**src/rtl/tone_note_detector.sv**
```systemverilog
// ---------------------------------------------------------------------------
// tone_note_detector
//
// Receive-side partner of the square-wave tone generators. It measures the
// period of one incoming tone line in clock cycles and decodes it back to one
// of the eight piano keys (C, D, E, F, G, A, B, C2). A key is reported only
// after LOCK_CNT consecutive periods have fallen in the same key window.
//
// Parameters
//   TOL         +/- window in clk cycles around each nominal period
//   LOCK_CNT    consecutive identical classifications needed to lock (1..7)
//   MAX_PERIOD  periods longer than this are treated as silence
//   NOMINAL     nominal period of each key, index 0 = C .. index 7 = C2
//
// Ports
//   i_clk          system clock (25 MHz, same clock as the tone generators)
//   i_rst_n        asynchronous active-low reset
//   i_tone_in      square-wave tone, asynchronous to i_clk
//   o_note_onehot  decoded key, one-hot, bit0 = C .. bit7 = C2; 0 when unlocked
//   o_note_idx     decoded key index 0..7; 0 when unlocked
//   o_note_valid   high while a key is locked
//   o_note_strobe  one-cycle pulse when a lock is (re)acquired
//   o_period       last measured period, MAX_PERIOD+1 after a silence timeout
// ---------------------------------------------------------------------------
module tone_note_detector #(
  parameter int TOL        = 1000,
  parameter int LOCK_CNT   = 3,
  parameter int MAX_PERIOD = 100000,
  parameter logic [7:0][16:0] NOMINAL = {17'd47775, 17'd50619, 17'd56819, 17'd63777,
                                         17'd71593, 17'd75851, 17'd85122, 17'd95567}
) (
  input  logic        i_clk,
  input  logic        i_rst_n,
  input  logic        i_tone_in,
  output logic [7:0]  o_note_onehot,
  output logic [2:0]  o_note_idx,
  output logic        o_note_valid,
  output logic        o_note_strobe,
  output logic [16:0] o_period
);

  // Counter value that means "no edge seen for longer than any legal period".
  localparam logic [16:0] SAT_COUNT  = 17'(MAX_PERIOD + 1);
  localparam logic [17:0] TOL_W      = 18'(TOL);
  localparam logic [2:0]  LOCK_W     = 3'(LOCK_CNT);
  // Classification result when the period falls in no key window.
  localparam logic [3:0]  CLASS_NONE = 4'd8;

  typedef enum logic [1:0] {
    S_IDLE   = 2'd0,
    S_ARMED  = 2'd1,
    S_LOCKED = 2'd2
  } state_t;

  // Input conditioning
  logic        r_sync1;
  logic        r_sync2;
  logic        r_sync3;
  logic        r_edge;

  // Period measurement
  logic [16:0] r_count;
  logic [17:0] w_countExt;
  logic        w_timeout;

  // Classification
  logic [3:0]  w_class;
  logic [2:0]  w_nextMatch;
  logic [7:0]  w_classOnehot;

  // Lock tracking and registered outputs
  state_t      r_state;
  logic [3:0]  r_prevClass;
  logic [2:0]  r_match;
  logic [7:0]  r_onehot;
  logic [2:0]  r_idx;
  logic        r_valid;
  logic        r_strobe;
  logic [16:0] r_period;

  // Two flops bring the asynchronous tone into the clock domain; the third
  // holds the previous synchronized level so a rising edge can be seen.
  // The edge flag is itself registered, so it rises three clocks after the
  // tone edge and is exactly one clock wide. A pulse shorter than a clock
  // may be missed, but one input edge can never produce two flags.
  always_ff @(posedge i_clk or negedge i_rst_n) begin
    if (!i_rst_n) begin
      r_sync1 <= 1'b0;
      r_sync2 <= 1'b0;
      r_sync3 <= 1'b0;
      r_edge  <= 1'b0;
    end else begin
      r_sync1 <= i_tone_in;
      r_sync2 <= r_sync1;
      r_sync3 <= r_sync2;
      r_edge  <= r_sync2 & ~r_sync3;
    end
  end

  // Period counter. It restarts at 1 on the edge cycle, so the value it holds
  // during the next edge cycle is the distance between the two edges in
  // clocks. It sticks at SAT_COUNT so a silent line cannot wrap around and
  // alias into a legal period.
  always_ff @(posedge i_clk or negedge i_rst_n) begin
    if (!i_rst_n) begin
      r_count <= '0;
    end else if (r_edge) begin
      r_count <= 17'd1;
    end else if (r_count != SAT_COUNT) begin
      r_count <= r_count + 17'd1;
    end
  end

  assign w_timeout  = (r_count == SAT_COUNT);
  assign w_countExt = {1'b0, r_count};

  // Compare the running count against every key window. The windows are far
  // enough apart that at most one key can match, so the loop order does not
  // matter. One extra bit keeps nominal+TOL from overflowing.
  always_comb begin
    w_class = CLASS_NONE;
    for (int k = 0; k < 8; k++) begin
      if ((w_countExt + TOL_W >= {1'b0, NOMINAL[k]}) &&
          (w_countExt <= {1'b0, NOMINAL[k]} + TOL_W)) begin
        w_class = 4'(k);
      end
    end
  end

  // Run length the match counter would take if this edge's class is a real
  // key: a repeat extends the run (capped at LOCK_CNT), a new key starts a
  // fresh run of one.
  always_comb begin
    if (w_class != r_prevClass) begin
      w_nextMatch = 3'd1;
    end else if (r_match < LOCK_W) begin
      w_nextMatch = r_match + 3'd1;
    end else begin
      w_nextMatch = r_match;
    end
  end

  assign w_classOnehot = 8'b1 << w_class[2:0];

  // Lock state machine with all outputs registered. A silence timeout has
  // priority over everything, including an edge landing on the same cycle;
  // such an edge simply becomes the first reference edge of a new
  // measurement. The first edge after IDLE only starts the counter, because
  // the count it ends is not a real period. Any loss of lock clears the key
  // outputs together with o_note_valid, and the strobe fires only on entry to
  // LOCKED.
  always_ff @(posedge i_clk or negedge i_rst_n) begin
    if (!i_rst_n) begin
      r_state     <= S_IDLE;
      r_prevClass <= CLASS_NONE;
      r_match     <= '0;
      r_onehot    <= '0;
      r_idx       <= '0;
      r_valid     <= 1'b0;
      r_strobe    <= 1'b0;
      r_period    <= '0;
    end else begin
      r_strobe <= 1'b0;
      if (w_timeout) begin
        r_state     <= r_edge ? S_ARMED : S_IDLE;
        r_prevClass <= CLASS_NONE;
        r_match     <= '0;
        r_onehot    <= '0;
        r_idx       <= '0;
        r_valid     <= 1'b0;
        r_period    <= SAT_COUNT;
      end else if (r_edge) begin
        r_period <= r_count;
        case (r_state)
          S_IDLE: begin
            r_state     <= S_ARMED;
            r_prevClass <= CLASS_NONE;
            r_match     <= '0;
          end
          S_ARMED: begin
            if (w_class == CLASS_NONE) begin
              r_prevClass <= CLASS_NONE;
              r_match     <= '0;
            end else begin
              r_prevClass <= w_class;
              r_match     <= w_nextMatch;
              if (w_nextMatch >= LOCK_W) begin
                r_state  <= S_LOCKED;
                r_valid  <= 1'b1;
                r_onehot <= w_classOnehot;
                r_idx    <= w_class[2:0];
                r_strobe <= 1'b1;
              end
            end
          end
          S_LOCKED: begin
            if (w_class != r_prevClass) begin
              r_state     <= S_ARMED;
              r_valid     <= 1'b0;
              r_onehot    <= '0;
              r_idx       <= '0;
              r_prevClass <= w_class;
              r_match     <= (w_class == CLASS_NONE) ? 3'd0 : 3'd1;
            end
          end
          default: begin
            r_state     <= S_IDLE;
            r_prevClass <= CLASS_NONE;
            r_match     <= '0;
            r_onehot    <= '0;
            r_idx       <= '0;
            r_valid     <= 1'b0;
          end
        endcase
      end
    end
  end

  assign o_note_onehot = r_onehot;
  assign o_note_idx    = r_idx;
  assign o_note_valid  = r_valid;
  assign o_note_strobe = r_strobe;
  assign o_period      = r_period;

endmodule

```
**config.mk**
```make
export PLATFORM = sky130hd
export DESIGN_NAME = tone_note_detector
export DESIGN_NICKNAME = d
export VERILOG_FILES = /design/src/rtl/tone_note_detector.sv
export SDC_FILE = /design/constraint.sdc
export NUM_CORES = 1
export LEC_CHECK = 0
export CAP_MARGIN = 25
export CELL_PAD_IN_SITES_DETAIL_PLACEMENT = 1
export CELL_PAD_IN_SITES_GLOBAL_PLACEMENT = 2
export CORE_ASPECT_RATIO = 0.75
export CORE_MARGIN = 5
export CORE_UTILIZATION = 37
export CTS_CLUSTER_SIZE = 14
export DETAILED_ROUTE_END_ITERATION = 7
export GPL_ROUTABILITY_DRIVEN = 0
export PLACE_DENSITY = 0.86
export SKIP_CTS_REPAIR_TIMING = 1
export SYNTH_ARGS = -nofsm -noshare
export SYNTH_HDL_FRONTEND = slang
export SYNTH_SLANG_ARGS = --single-unit
```
**constraint.sdc**
```tcl
create_clock -name i_clk -period 4.9 [get_ports i_clk]
set_input_delay 0.98 -clock i_clk [delete_from_list [all_inputs] [get_ports i_clk]]
set_output_delay 0.98 -clock i_clk [all_outputs]
set_load 0.03 [all_outputs]
```
* Word-level counts from Yosys, hierarchy flattened *
Cells that the tools add are included.

cells by class
  bitwise operators = 2
  order comparisons = 18
  shifts and indexed selects = 1
  multiplexer cells = 55
  $add $sub $neg = 3
  equality and inequality tests = 10
  reduce and logical (&&, ||, !) cells = 14

operator list
  cell                                                                                   number
  18-bit by 16-bit greater-or-equal comparator with 1-bit output, second input constant  4
  18-bit by 17-bit greater-or-equal comparator with 1-bit output, second input constant  4
  17-bit by 16-bit <= comparator with 1-bit output, second input constant                4
  17-bit <= comparator, second input constant                                            4
  17-bit two-way mux                                                                     4
  4-bit two-way mux                                                                      12
  8-bit two-way mux                                                                      5
  3-bit two-way mux                                                                      11
  8-bit case mux with 3 select lines                                                     1
  17-bit by 10-bit adder with 18-bit output, second input constant                       1
  17-bit by 1-bit adder with 17-bit output, second input constant                        1
  17-bit == test, second input constant                                                  1
  17-bit != test, second input constant                                                  1
  1-bit two-way mux                                                                      12
  2-bit two-way mux                                                                      5
  3-bit != test, second input constant                                                   3
  3-bit case mux with 3 select lines                                                     1
  1-bit logical AND                                                                      8
  4-bit case mux with 2 select lines                                                     1
  1-bit by 3-bit left shift with 8-bit output, first input constant                      1
  2-bit case mux with 3 select lines                                                     1
  3-bit case mux with 2 select lines                                                     1
  5-bit AND reduction                                                                    1
  4-bit == test, second input constant                                                   1
  14 further kinds                                                                       15

storage, ports and cells
  bits in registers = 60
  input port bits = 3
  output and inout bits = 30
  word-level logic and storage cells = 116

* Logic depth before layout (Yosys ltp) *
  word-level depth = 19
  gate-level depth with buffers = 15
  gate-level depth less buffers = 13

* Worst setup path after synthesis *
OpenSTA, ideal clock, no wires.

  path kind = register to register
  start point = register r_count[4]
  end point = register r_onehot[1] (netlist: o_note_onehot[1])
  period minus slack after synthesis = 3.776 ns
  cell stages (with the launch flop) = 15
  arrival time = 3.655 ns
  path slack = 1.124 ns
  buffers on the path = 2
  data required time = 4.779 ns
  setup time = 0.121 ns
  path through = dfrtp_1 buf_2 inv_1 ha_1 o41ai_1 a31oi_1 or3_1 a32oi_2 and2_1 nor2b_1 a32oi_2 o41ai_2 a31oi_2 buf_6 a22o_1

on the way
  cells in the longest elaborated chain, start to end = 16
  elaborated cells between the ends (all ways) = 50
  those cells by class = add/sub (1); order compare (17); eq/ne (7); shift (1); mux (14); reduce/logical (10)

RTL lines
  what                                                                                                                       RTL line       RTL
  start, declared                                                                                                            62             logic [16:0] r_count;
  start signal, assigned                                                                                                     110            r_count <= r_count + 17'd1;
  17-bit by 10-bit adder with 18-bit output                                                                                  123            if ((w_countExt + TOL_W >= {1'b0, NOMINAL[k]}) &&
  18-bit by 17-bit greater-or-equal comparator with 1-bit output                                                             123
  1-bit logical AND                                                                                                          123
  4-bit two-way mux (7 in series)                                                                                            123
  4-bit two-way mux / 1-bit by 3-bit left shift with 8-bit output (equally long branches)                                    123, 143
  4-bit != test / 8-bit two-way mux (equally long branches)                                                                  134, 197, 187
  3-bit two-way mux / 8-bit two-way mux (equally long branches)                                                              134, 181
  3-bit by 2-bit greater-or-equal comparator with 1-bit output / 8-bit case mux with 3 select lines (equally long branches)  187, 174
  3-bit != test (no line) / 8-bit two-way mux (equally long branches)                                                        --
  5-bit AND reduction (no line) / 8-bit two-way mux (equally long branches)                                                  --
  end signal, assigned                                                                                                       190            r_onehot <= w_classOnehot;
  end, declared                                                                                                              75             logic [7:0] r_onehot;

Several ways; a longest one is shown, not always the timed one. The select of a mux whose other input is x is not followed.
A chain may end at the register's enable or synchronous reset.

* Worst setup path in the final report *
  start point = register r_count[4]
  end point = register r_onehot[3] (netlist: o_note_onehot[3])

The elaborated chain is that of the path after synthesis.

==> flow_summary.json <==
{
  "worst_skew_pair.late_latency_ns": 0.34,
  "grt_max_degree": 48,
  "finalCritPeriodShare_pct": 92.5,
  "cts_buffer_depth": 2,
  "rows": 35,
  "num_vias": 4424,
  "slew_violations": 0,
  "finalPower_mw": 1.62,
  "fillerInstances": 1414,
  "cp.arrival_ns": 4.75,
  "drv_cap": 0,
  "cp_max_fo": 17,
  "relSlewSlack_pct": 40.3,
  "core_area_mm2": 0.0123,
  "final.setup.tns_ns": 0,
  "placed_cells": 701,
  "comb_power_share_pct": 25.0,
  "track_usage_pct": 21.2,
  "grt_overflow": 0,
  "drt-initial-drc-count": 408,
  "numCtsBuffers": 9,
  "ys_ff_latch": 60,
  "crit_required_ns": 5.12,
  "drive_above_1_share_pct": 13.6,
  "async_flop_share_pct": 100,
  "h-tree-depth": 3,
  "diodes": 0,
  "synth_seq_area_share_pct": 32.4,
  "drt-total-wl_um": 15600,
  "seqCellArea_mm2": 0.00150,
  "multiInputGateArea_mm2": 0.00290,
  "fmax_mhz": 221,
  "p_switching_mw": 0.583,
  "p_clk_share_pct": 37.5,
  "synth_flop_cell": "dfrtp_1",
  "initial_utilization_pct": 37.7,
  "grt_pass1_vias": 4594,
  "wire_per_inst_um": 21.7,
  "intPower_mw": 1.04,
  "antenna_found_initial": 0,
  "min_path_type": "reg2reg",
  "die_h_um": 107,
  "dr.pass1.iters": 5,
  "layoutNonFillerInstCount": 717,
  "syn_to_final_growth_pct": 16.8,
  "status": "completed",
  "setup-violations-final": 0,
  "powerDensity_mw_per_mm2": 299,
  "path_clk_slew_ns": 0.06,
  "viasPerCell": 6.17,
  "p_sw_share_pct": 35.9,
  "cts_tree": "yes",
  "port_buffers": 32,
  "fin_skew_ns": 0.00843,
  "ir_drop_v": 0.000260,
  "route.detailed.drc": 0,
  "rsz0062_at_grt": "false",
  "clock_sinks": 60,
  "worst_pin_slew_ns": 0.890,
  "whs_ns": 0.362,
  "seq_power_share_pct": 37.5,
  "synth.avg_cell_area_um2": 8.88,
  "period_minus_slack_ns": 4.53,
  "ff2ff_setup_slack_ns": 0.37,
  "synthCells": 523,
  "die_w_um": 139,
  "cp-end-kind": "flop",
  "ys_types": 87,
  "cp-start-kind": "flop",
  "synth-edff-count": 0,
  "yosysWarnings": 0,
  "nets": 563,
  "leakage_nw": 2.19,
  "ios": 33,
  "postRouteAntennaNets": 0,
  "synth_nets": 540,
  "grt_pass1_wl_um": 25400,
  "finalHoldViolCount": 0,
  "syn_area_mm2": 0.00464,
  "dieArea_mm2": 0.0149,
  "worst-setup-path-type": "reg2reg",
  "place_hpwl_um": 11100,
  "root_buffer": "clkbuf_16"
}
## placed cells by master, fill, tap and decap left out, types with 3 or more instances in the layout
cell type and n:
a211o_1 4, a211oi_1 4, a21o_1 3, a21oi_1 21, a22o_1 6, a22oi_1 4
a311oi_1 6, a31oi_1 4, and2_1 6, and3_1 5, buf_4 22, clkbuf_16 9
clkdlybuf4s50_1 31, clkinv_2 3, dfrtp_1 59, ha_1 13, inv_1 14, mux2i_1 17
nand2_1 39, nand2b_1 7, nand3_1 21, nand3b_1 3, nand4_1 13, nor2_1 53
nor2b_1 8, nor3_1 9, nor3b_1 3, nor4_1 5, o211ai_1 8, o21a_1 4
o21ai_0 13, o21ai_1 6, o22ai_1 4, o2bb2ai_1 5, o311ai_0 4, o31ai_1 6
or3_1 6, or4_1 4, xnor2_1 15, xor2_1 10
## power groups by stage
stage	clock network (mW)	logic, mW	registers (mW)
finish	0.609	0.406	0.608
global route	0.642	0.446	0.618
CTS	0.621	0.403	0.608
detailed placement	0	0.400	0.615
global placement	0	0.388	0.611
floorplan	0	0.270	0.603
## critical path, stage by stage (launching register included)
cell and delay [ns]:
dfrtp_1 0.69, ha_2 0.55, nor3_4 0.12, xnor2_1 0.39, a31oi_1 0.15, or3_1 0.36, a32oi_2 0.38, and2_1 0.25
nor2b_1 0.19, a32oi_2 0.24, o41ai_2 0.51, a31oi_2 0.14, buf_4 0.19, a22o_1 0.24
## per-stage QoR
step | cell area, um^2 | setup WS, ns | util (%)
4_1_cts | 5420 | 0.225 | 44.0
5_1_grt | 5420 | 0.136 | 44.1
3_5_place_dp | 5140 | 0.240 | 41.8
2_1_floorplan | 4640 | 1.12 | -
3_3_place_gp | 5140 | 0.603 | 41.8
6_report | 5420 | 0.366 | 44.1
## flip-flops by register name, indices dropped and copies added, names as in the netlist
| name | count |
|---|---|
| r_sync1 | 1 |
| o_note_valid | 1 |
| r_sync3 | 1 |
| o_note_strobe | 1 |
| r_match | 3 |
| r_prevClass | 4 |
| r_count | 17 |
| r_edge | 1 |
| o_note_onehot | 8 |
| o_period | 17 |
| r_state | 2 |
| o_note_idx | 3 |
| r_sync2 | 1 |
## logic make-up after synthesis
kind of cell    synth area share (%)
buf+inv                         5.31
flops                           32.4
mux                             4.15
compound gates                  25.4
fa+ha+maj                       3.77
xor+xnor                        5.77
simple gates                    23.3
## per-layer routing
layer | up-vias | global-route usage [%] | part of all wire (%)
met5 | - | 0 | 0
met4 | 0 | 6.56 | 2.2
met3 | 34 | 5.31 | 7.5
met2 | 178 | 31.6 | 43
met1 | 2215 | 30.2 | 48
li1 | 1997 | - | -
## final cells by class
class                           instances  area share [%]
Clock buffer                           10            4.41
Inverter                               14           0.969
Clock inverter                          6           0.715
Sequential cell                        60            27.7
Timing Repair Buffer                   54            8.86
Tap cell                              166            3.83
Multi-Input combinational cell        407            53.5
## synth_stat cells (7+ instances only)
cell,count,share of area [%]
dfrtp_1,59,32
o21ai_0,13,1.4
o211ai_1,8,1.3
nor2b_1,8,1.1
nor3_1,9,0.97
a21oi_1,21,2.3
nor2_1,53,4.3
xnor2_1,15,2.8
inv_1,14,1.1
nand2b_1,7,0.94
ha_1,14,3.8
nand2_1,39,3.2
clkbuf_1,20,1.6
buf_2,11,1.2
buf_1,8,0.65
nand3_1,21,2.3
xor2_1,10,1.9
mux2i_1,17,3.7
nand4_1,13,1.8
## worst paths after layout
path	from	end	cells past startpoint
setup / recovery	r_count[4]	o_note_onehot[3]	13
hold / removal	r_sync1	r_sync2	0
setup reg to reg	r_count[4]	o_note_onehot[3]	13
hold reg to reg	r_sync1	r_sync2	0
max in group asynchronous	i_rst_n	o_period[2]	2
min in group asynchronous	i_rst_n	o_note_onehot[6]	1
Note: power is estimated with default switching activity, not from simulation.
